--- src/rtl/cpu_sequencer_pkg.sv ---
// Shared types and constants for the accumulator CPU fetch/execute sequencer.
// Holds the sequencer state encoding, instruction source codes and the RAM window address helper.
package cpu_pkg;

    typedef enum logic [2:0] {
        FETCH_HI,
        FETCH_LO,
        DECODE,
        FETCH_DATA,
        RAM_HI,
        RAM_LO,
        EXEC
    } seq_state_t;

    // Source field codes found in ir[10:8]
    localparam logic [2:0] SRC_IMM_LO = 3'b000;
    localparam logic [2:0] SRC_IMM_HI = 3'b001;
    localparam logic [2:0] SRC_DATA   = 3'b010;
    localparam logic [2:0] SRC_RAM    = 3'b100;

    localparam logic [15:0] DEFAULT_RESET_PC = 16'h0000;
    localparam logic [15:0] DEFAULT_RAM_BASE = 16'hFE00;

    // Word n of the RAM window lives at base+2n (high byte) and base+2n+1 (low byte)
    function automatic logic [15:0] ram_addr(input logic [15:0] base,
                                             input logic [7:0]  word_idx,
                                             input logic        lo_byte);
        return base + {7'b0, word_idx, lo_byte};
    endfunction

endpackage

--- src/rtl/cpu_sequencer_bus_if.sv ---
// Single-read req/ack engine for the shared 8-bit memory bus.
// mem_req is registered, so it is always low for at least one cycle between transactions.
module seq_bus_if (
    input  logic        clk,
    input  logic        rst,
    input  logic        start,
    input  logic [15:0] addr,
    output logic        mem_req,
    output logic [15:0] mem_addr,
    input  logic        mem_ack,
    input  logic [7:0]  mem_rdata,
    output logic        done,
    output logic [7:0]  rdata
);

    always_ff @(posedge clk) begin
        if (rst) begin
            mem_req  <= 1'b0;
            mem_addr <= '0;
        end else if (mem_req) begin
            if (mem_ack) begin
                mem_req <= 1'b0;
            end
        end else if (start) begin
            mem_req  <= 1'b1;
            mem_addr <= addr;
        end
    end

    // An ack seen while no request is outstanding never completes anything
    assign done  = mem_req & mem_ack;
    assign rdata = mem_rdata;

endmodule

--- src/rtl/cpu_sequencer.sv ---
// Fetch/execute controller for the 16-bit accumulator CPU; owns the PC, IR and data byte.
// Optional build macro SEQ_SINGLE_STEP_EN adds a 'step' input that gates each instruction start.
module cpu_sequencer
    import cpu_pkg::*;
#(
    parameter logic [15:0] RESET_PC = DEFAULT_RESET_PC,
    parameter logic [15:0] RAM_BASE = DEFAULT_RAM_BASE
) (
    input  logic        clk,
    input  logic        rst,
`ifdef SEQ_SINGLE_STEP_EN
    input  logic        step,
`endif
    output logic        mem_req,
    output logic [15:0] mem_addr,
    input  logic        mem_ack,
    input  logic [7:0]  mem_rdata,
    output logic        dec_en,
    output logic [15:0] ir,
    output logic [7:0]  data_byte,
    input  logic        dec_nop,
    input  logic        dec_load,
    input  logic        dec_add,
    input  logic        dec_branch,
    input  logic        dec_out_lo,
    input  logic        dec_src_imm,
    input  logic        dec_src_ram,
    input  logic [15:0] dec_rhs,
    output logic [15:0] operand,
    output logic        exec_load,
    output logic        exec_add,
    output logic        exec_out_lo,
    output logic        illegal,
    output logic [15:0] pc
);

    seq_state_t  state;
    logic [15:0] ram_word;
    logic        bus_start;
    logic [15:0] bus_addr;
    logic        bus_done;
    logic [7:0]  bus_rdata;
    logic        step_go;
    logic        unused_src_imm;

    assign unused_src_imm = dec_src_imm;

`ifdef SEQ_SINGLE_STEP_EN
    assign step_go = step;
`else
    assign step_go = 1'b1;
`endif

    always_comb begin
        bus_start = 1'b0;
        bus_addr  = pc;
        case (state)
            FETCH_HI:             bus_start = step_go;
            FETCH_LO, FETCH_DATA: bus_start = 1'b1;
            RAM_HI: begin
                bus_start = 1'b1;
                bus_addr  = ram_addr(RAM_BASE, ir[7:0], 1'b0);
            end
            RAM_LO: begin
                bus_start = 1'b1;
                bus_addr  = ram_addr(RAM_BASE, ir[7:0], 1'b1);
            end
            default: bus_start = 1'b0;
        endcase
    end

    seq_bus_if u_bus (
        .clk       (clk),
        .rst       (rst),
        .start     (bus_start),
        .addr      (bus_addr),
        .mem_req   (mem_req),
        .mem_addr  (mem_addr),
        .mem_ack   (mem_ack),
        .mem_rdata (mem_rdata),
        .done      (bus_done),
        .rdata     (bus_rdata)
    );

    always_ff @(posedge clk) begin
        if (rst) begin
            state       <= FETCH_HI;
            pc          <= RESET_PC;
            ir          <= '0;
            data_byte   <= '0;
            ram_word    <= '0;
            operand     <= '0;
            dec_en      <= 1'b0;
            exec_load   <= 1'b0;
            exec_add    <= 1'b0;
            exec_out_lo <= 1'b0;
            illegal     <= 1'b0;
        end else begin
            exec_load   <= 1'b0;
            exec_add    <= 1'b0;
            exec_out_lo <= 1'b0;
            illegal     <= 1'b0;
            case (state)
                FETCH_HI: if (bus_done) begin
                    ir[15:8] <= bus_rdata;
                    pc       <= pc + 16'd1;
                    state    <= FETCH_LO;
                end
                FETCH_LO: if (bus_done) begin
                    ir[7:0] <= bus_rdata;
                    pc      <= pc + 16'd1;
                    dec_en  <= 1'b1;
                    state   <= DECODE;
                end
                DECODE: begin
                    if ((dec_load || dec_add) && ir[10:9] == SRC_DATA[2:1]) begin
                        dec_en <= 1'b0;
                        state  <= FETCH_DATA;
                    end else if (dec_src_ram) begin
                        dec_en <= 1'b0;
                        state  <= RAM_HI;
                    end else begin
                        state  <= EXEC;
                    end
                end
                FETCH_DATA: if (bus_done) begin
                    data_byte <= bus_rdata;
                    pc        <= pc + 16'd1;
                    dec_en    <= 1'b1;
                    state     <= EXEC;
                end
                RAM_HI: if (bus_done) begin
                    ram_word[15:8] <= bus_rdata;
                    state          <= RAM_LO;
                end
                RAM_LO: if (bus_done) begin
                    ram_word[7:0] <= bus_rdata;
                    dec_en        <= 1'b1;
                    state         <= EXEC;
                end
                EXEC: begin
                    // Strobes and operand appear together in the cycle after EXEC
                    dec_en  <= 1'b0;
                    state   <= FETCH_HI;
                    operand <= dec_src_ram ? ram_word : dec_rhs;
                    if (dec_branch) begin
                        pc <= {5'b0, dec_rhs[10:0]};
                    end else if (dec_load) begin
                        exec_load <= 1'b1;
                    end else if (dec_add) begin
                        exec_add <= 1'b1;
                    end else if (dec_out_lo) begin
                        exec_out_lo <= 1'b1;
                    end else if (!dec_nop) begin
                        illegal <= 1'b1;
                    end
                end
                default: begin
                    dec_en <= 1'b0;
                    state  <= FETCH_HI;
                end
            endcase
        end
    end

endmodule

--- config.mk ---
export PLATFORM = sky130hd
export DESIGN_NAME = cpu_sequencer
export DESIGN_NICKNAME = d
export VERILOG_FILES = /design/src/rtl/cpu_sequencer_pkg.sv /design/src/rtl/cpu_sequencer_bus_if.sv /design/src/rtl/cpu_sequencer.sv
export SDC_FILE = /design/constraint.sdc
export NUM_CORES = 1
export LEC_CHECK = 0
export BUFFER_PORTS_ARGS = -buffer_cell sky130_fd_sc_hd__buf_2
export CAP_MARGIN = 0
export CORE_MARGIN = 5
export CORE_UTILIZATION = 52
export DETAILED_ROUTE_END_ITERATION = 8
export PLACE_DENSITY = 0.81
export SYNTH_ARGS = -nofsm -noshare
export SYNTH_HDL_FRONTEND = slang
export SYNTH_SLANG_ARGS = --single-unit
export TNS_END_PERCENT = 1
--- constraint.sdc ---
create_clock -name clk -period 2 [get_ports clk]
set_input_delay 0.1 -clock clk [delete_from_list [all_inputs] [get_ports clk]]
set_output_delay 0.1 -clock clk [all_outputs]
set_load 0.02 [all_outputs]
Word-level counts from Yosys, hierarchy flattened

Index checks and enable logic that the tools add are counted.

Register bits after elaboration: 97
Bits of input ports: 34

Add/sub/neg operators: 3
Equal/unequal tests: 15
Muxes and demuxes: 24
Bitwise gates (word level): 4
Reductions and logical operators: 22

Operators by type and width:

| kind                                          | count |
|---|---|
| one-hot mux 16 bit (2 select lines)           | 2 |
| two-way mux 16 bit                            | 3 |
| adder 10 x 10 -> 11 bit, first input constant | 2 |
| adder 16 x 1 -> 16 bit, second input constant | 1 |
| two-way mux 3 bit                             | 5 |
| one-hot mux 3 bit (5 select lines)            | 1 |
| AND reduction 2 bit                           | 6 |
| two-way mux 1 bit                             | 11 |
| OR reduction 5 bit                            | 2 |
| == test 3 bit, second input constant          | 3 |
| OR reduction 3 bit                            | 3 |
| != test 2 bit, second input constant          | 4 |
| == test 3 x 2 -> 1 bit, second input constant | 2 |
| != test 2 x 1 -> 1 bit, second input constant | 3 |
| AND reduction 3 bit                           | 2 |
| OR reduction 6 bit                            | 1 |
| AND reduction 4 bit                           | 1 |
| OR reduction 2 bit                            | 2 |
| OR reduction 4 bit                            | 1 |
| == test 3 x 1 -> 1 bit, second input constant | 1 |
| logical NOT 3 bit                             | 1 |
| != test 3 bit, second input constant          | 1 |
| inverter 1 bit                                | 3 |
| one-hot mux 1 bit (3 select lines)            | 1 |
| 6 further kinds                               | 6 |

Logic depth before layout (Yosys ltp)

Depth after elaboration: 5
Gate-level depth with buffers: 6
Depth with buffers taken out: 5

By module

A second synthesis with hierarchy kept.

Cell total of the unflattened synthesis: 514
Area total of the unflattened synthesis: 4391.7 µm²

By module, submodules not included:

| module        | instances | cells each | area each (µm²) | seq. area each (µm²) |
|---|---|---|---|---|
| cpu_sequencer | 1         | 431        | 3532.1          | 1601.5 |
| seq_bus_if    | 1         | 83         | 859.6           | 340.3 |

Worst setup path after synthesis

No wires, ideal clock.

Kind: register to register
Start: reg u_bus.mem_req
End: reg pc[15]
Arrival time: 1.733 ns
Data required time: 1.877 ns
Setup slack: 0.144 ns
Stages on the path, launching flop included: 6
Period minus slack after synthesis: 1.856 ns
Path through: dfxtp_1 > nand2_2 > o31a_1 > buf_2 > nor4_1 > mux2_1

Word-level cells in the longest chain between the ends: 3

Ends and longest elaborated chain:

| item                                    | RTL line                   | RTL |
|---|---|---|
| start: declaration                      | cpu_sequencer_bus_if.sv:8  | `output logic mem_req,` |
| start signal: assignment                | cpu_sequencer_bus_if.sv:18 | `mem_req <= 1'b0;` |
| start signal: assignment                | cpu_sequencer_bus_if.sv:22 | `mem_req <= 1'b0;` |
| start signal: assignment                | cpu_sequencer_bus_if.sv:25 | `mem_req <= 1'b1;` |
| bitwise AND 1 bit                       | cpu_sequencer_bus_if.sv:31 | `assign done = mem_req & mem_ack;` |
| != test 2 x 1 -> 1 bit (no source line) | n/a                        |  |
| AND reduction 3 bit (no source line)    | n/a                        |  |
| end signal: assignment                  | cpu_sequencer.sv:106       | `pc <= pc + 16'd1;` |
| end signal: assignment                  | cpu_sequencer.sv:111       | `pc <= pc + 16'd1;` |
| end signal: assignment                  | cpu_sequencer.sv:128       | `pc <= pc + 16'd1;` |
| end: declaration                        | cpu_sequencer.sv:34        | `output logic [15:0] pc` |

Every way passes these cells.
A chain may end at the register's enable or synchronous reset.

Worst setup path in the final report

Start: reg state[1]
End: reg pc[13]

Word-level cells in the longest chain between the ends: 4
Elaborated cells on any way between the ends: 10
Those cells by class: eq/ne: 5; mux: 1; reduce/logical: 4

Ends and longest elaborated chain:

| item                                                                                 | RTL line             | RTL |
|---|---|---|
| start: declaration                                                                   | cpu_sequencer.sv:37  | `seq_state_t state;` |
| start signal: assignment                                                             | cpu_sequencer.sv:87  | `state <= FETCH_HI;` |
| start signal: assignment                                                             | cpu_sequencer.sv:107 | `state <= FETCH_LO;` |
| start signal: assignment                                                             | cpu_sequencer.sv:113 | `state <= DECODE;` |
| == test 3 x 2 -> 1 bit, or another cell as far along                                 | cpu_sequencer.sv:103 | `case (state)` |
| OR reduction 3 bit (no source line)                                                  | n/a                  |  |
| != test 2 x 1 -> 1 bit (no source line) / nonzero test 2 bit (equally long branches) | n/a                  |  |
| AND reduction 3 bit (no source line)                                                 | n/a                  |  |

Several ways; a longest one is shown, not always the timed one.

==> results.py <==
metrics = {
    "detailed_routing": {
        "drt_iter0_drc": 244,
        "vias_per_cell": 5.603,
        "ant_nets": 0,
        "wl_per_cell_um": 16.42,
        "top_layer_used": "met4",
        "drcViolationCount": 0,
        "routed-via-count": 3782,
        "drt_first_pass_iters": 6,
        "met2_length_um": 5140,
        "totalWireLength_um": 11080,
        "wl_met1_um": 4947,
        "wl_met3_um": 839,
    },
    "global_route": {
        "groute.usage.overall_pct": 22.38,
        "antenna_found_initial": 0,
        "grt_pass1_vias": 3468,
        "grt_pass1_wl_um": 17900,
        "grt_max_degree": 39,
        "grt_overflow_total": 0,
    },
    "timing": {
        "skew_ns": 0.009314,
        "grt_setup_unrepaired": "no",
        "drv_slew": 0,
        "fin_tns_setup_ns": 0,
        "finalCritPeriodShare_pct": 90.39,
        "clock.fmax_ghz": 0.5532,
        "finalHoldViolCount": 0,
        "setup_viol": 0,
        "worst_pin_slew_ns": 0.6859,
        "slew_headroom_pct": 54.27,
        "finalCriticalPeriod_ns": 1.808,
    },
    "floorplan": {
        "die_h_um": 98.87,
        "dieArea_mm2": 0.009774,
        "rows": 32,
        "start_util_pct": 53.14,
        "core_mm2": 0.007727,
        "die_x_um": 98.87,
        "ios": 112,
    },
    "layout": {
        "final_nets": 603,
        "drive_gt1_share_pct": 27.23,
        "fill_cells": 646,
        "diodes": 0,
        "areaGrowthSynthToFinish_pct": 23.86,
        "instances_no_fill": 675,
    },
    "status": {
        "outcome": "completed",
    },
    "cts": {
        "htreeDepth": 3,
        "cts_made_buffers": 9,
        "cts_tree": "built",
        "clockRootBuffer": "clkbuf_8",
        "clock_sinks": 97,
        "clk_pin_slew_ns": 0.10,
        "cts_buffer_depth": 2,
        "clk_latency_ns": 0.36,
    },
    "worst_setup_path": {
        "worstSetupPathType": "reg2reg",
        "path_max_fanout": 14,
        "worstSetupEndpointType": "flip-flop",
        "start_kind": "flip-flop",
        "cp.arrival_ns": 2.09,
        "crit_required_ns": 2.29,
    },
    "yosys": {
        "synth.avg_cell_area_um2": 9.065,
        "syn-num-nets": 488,
        "yosysWarnings": 0,
        "syn_inst": 453,
        "syn-cell-area_mm2": 0.004106,
        "synth_seq_area_share_pct": 47.29,
        "synth_cell_type_count": 43,
        "ys_ff_latch": 97,
    },
    "placed_design": {
        "gp_congestion": 0.8825,
        "dp_hpwl_um": 8051,
        "port_buffers": 110,
        "dp.cells": 655,
    },
    "power_and_ir_drop": {
        "power_density_mw_per_mm2": 722.4,
        "power.leakage_nw": 2.277,
        "irDropWorstVdd_mv": 0.4272,
    },
    "worst_hold_path": {
        "hold_path.class": "in2reg",
    },
    "run": {
        "cap_violations": 0,
    },
}
==> stage by stage <==
stage / hold slack, ns / cell area (um^2) / setup WS, ns / total power [mW] / utilization (%)
6_report: 0.03166 / 5086 / 0.1923 / 3.674 / 65.82
5_1_grt: 0.04612 / 5086 / 0.03929 / 3.801 / 65.82
4_1_cts: 0.02037 / 5085 / 0.1430 / 3.684 / 65.80
3_5_place_dp: 0.2673 / 4833 / 0.009586 / 2.397 / 62.55
3_3_place_gp: 0.2645 / 4833 / 0.1155 / 2.388 / 62.55
2_1_floorplan: 0.1761 / 4106 / 0.1436 / 2.255 / -
==> routing by layer <==
metal | track usage [%] | up-vias
li1 | - | 1847
met1 | 30.17 | 1763
met2 | 35.90 | 151
met3 | 5.520 | 21
met4 | 5.882 | 0
met5 | 0 | -
==> worst paths after layout <==
kind | from | end | slack [ns] | depth (start not counted)
setup / recovery | state[1]$_SDFFE_PP0P_ | pc[13]$_SDFFE_PP0P_ | 0.19 | 5
hold / removal | dec_rhs[1] | pc[1]$_SDFFE_PP0P_ | 0.03 | 3
setup reg to reg | state[1]$_SDFFE_PP0P_ | pc[13]$_SDFFE_PP0P_ | 0.19 | 5
hold reg to reg | u_bus.mem_addr[9]$_SDFFE_PP0P_ | u_bus.mem_addr[9]$_SDFFE_PP0P_ | 0.50 | 2
==> cells in the mapped netlist (all sizes together) <==
| cell | count | area, um^2 |
|---|---|---|
| nand2b | 4 | 25.02 |
| nor2b | 3 | 18.77 |
| o21ai | 14 | 70.07 |
| o31ai | 6 | 50.05 |
| and4 | 3 | 26.28 |
| nor3b | 3 | 22.52 |
| nand3 | 6 | 30.03 |
| o22ai | 2 | 12.51 |
| nor4 | 4 | 40.04 |
| a31oi | 2 | 12.51 |
| nand2 | 29 | 111.4 |
| o211a | 1 | 10.01 |
| nand4 | 4 | 25.02 |
| dfxtp | 97 | 1942 |
| a21oi | 17 | 85.08 |
| and3b | 2 | 17.52 |
| o32ai | 1 | 8.760 |
| mux2 | 1 | 11.26 |
| a2111oi | 1 | 8.760 |
| a41o | 2 | 20.02 |
| a311oi | 13 | 113.9 |
| and2 | 5 | 31.28 |
| a211oi | 27 | 202.7 |
| mux2i | 57 | 570.6 |
| or4 | 5 | 37.54 |
| ha | 1 | 12.51 |
| nand3b | 2 | 15.01 |
| buf | 7 | 33.78 |
| or3 | 2 | 12.51 |
| and3 | 4 | 25.02 |
| or4b | 1 | 10.01 |
| o31a | 1 | 8.760 |
| inv | 6 | 22.52 |
| or2 | 1 | 6.260 |
| clkbuf | 27 | 101.4 |
| nor2 | 89 | 336.6 |
| nand4b | 1 | 8.760 |
| nor3 | 2 | 10.01 |
==> registers in the layout, summed over array words and instances, names as in the netlist, 3 cells and up <==
register        flops
ir                 16
u_bus.mem_addr     16
data_byte           8
pc                 16
state               3
ram_word           16
operand            16
==> cells by family (layout without fill, tap and decap cells) <==
logic type                 Yosys count  in the layout  synth area share (%)
adders and majority gates            1              1                0.3046
DFF                                 97             97                 47.29
and+or+nand+nor                    170            170                 19.71
AOI/OAI and AO/OA                   87             87                 14.69
muxes                               58             58                 14.17
buffers and inverters               40            160                 3.839
==> cells in the final DEF, fill, tap and decap left out, types with 2 or more instances in the layout <==
master         count
inv_1              6
a31oi_1            2
nand2b_1           4
a41o_1             2
nor4_1             3
clkbuf_8          10
mux2i_1           57
nor3_1             2
and3b_1            2
and2_1             5
inv_6              2
nor3b_1            3
nor2b_1            3
nand3b_1           2
nand2_1           28
nand4_1            4
and3_1             4
o21ai_0           14
buf_2            110
a311oi_1          13
buf_4             24
dfxtp_1           97
a211oi_1          27
dlygate4sd3_1      4
and4_1             3
nor2_1            88
o31ai_1            5
nand3_1            6
o22ai_1            2
or4_1              5
or3_1              2
a21oi_1           16
==> critical path, stage by stage, from the launching register on <==
cell and delay (ns):
dfxtp_1 0.33, buf_4 0.19, nand4b_1 0.22, o31a_2 0.27, or4_1 0.54, a21oi_1 0.18
==> report_power, final <==
group / internal, mW / switching (mW) / leakage, nW / total (mW)
clock network: 0.623 / 0.690 / 0.104 / 1.31
registers: 1.97 / 0.0259 / 0.786 / 2.00
logic: 0.136 / 0.229 / 1.39 / 0.365
total: 2.73 / 0.944 / 2.28 / 3.67
==> timing repair <==
action,4_1_cts,5_1_grt
hold buffers,4,0
pin swaps,0,0
endpoints found under the hold margin,4,0
buffers inserted,0,0
gates resized for setup,1,1
setup endpoints to repair,1,3
gates cloned,0,0
==> area by class of cell <==
type / instances / area [um^2] / area share (%)
multi-input cells: 316 / 2021 / 39.73
flip-flops and latches: 97 / 1942 / 38.18
repair buffers: 138 / 770.7 / 15.15
clock buffers: 11 / 141.4 / 2.780
well taps: 102 / 127.6 / 2.509
clock inverters: 5 / 61.31 / 1.205
inverters: 6 / 22.52 / 0.4428
No activity file was read; power rests on OpenSTA's default activity.
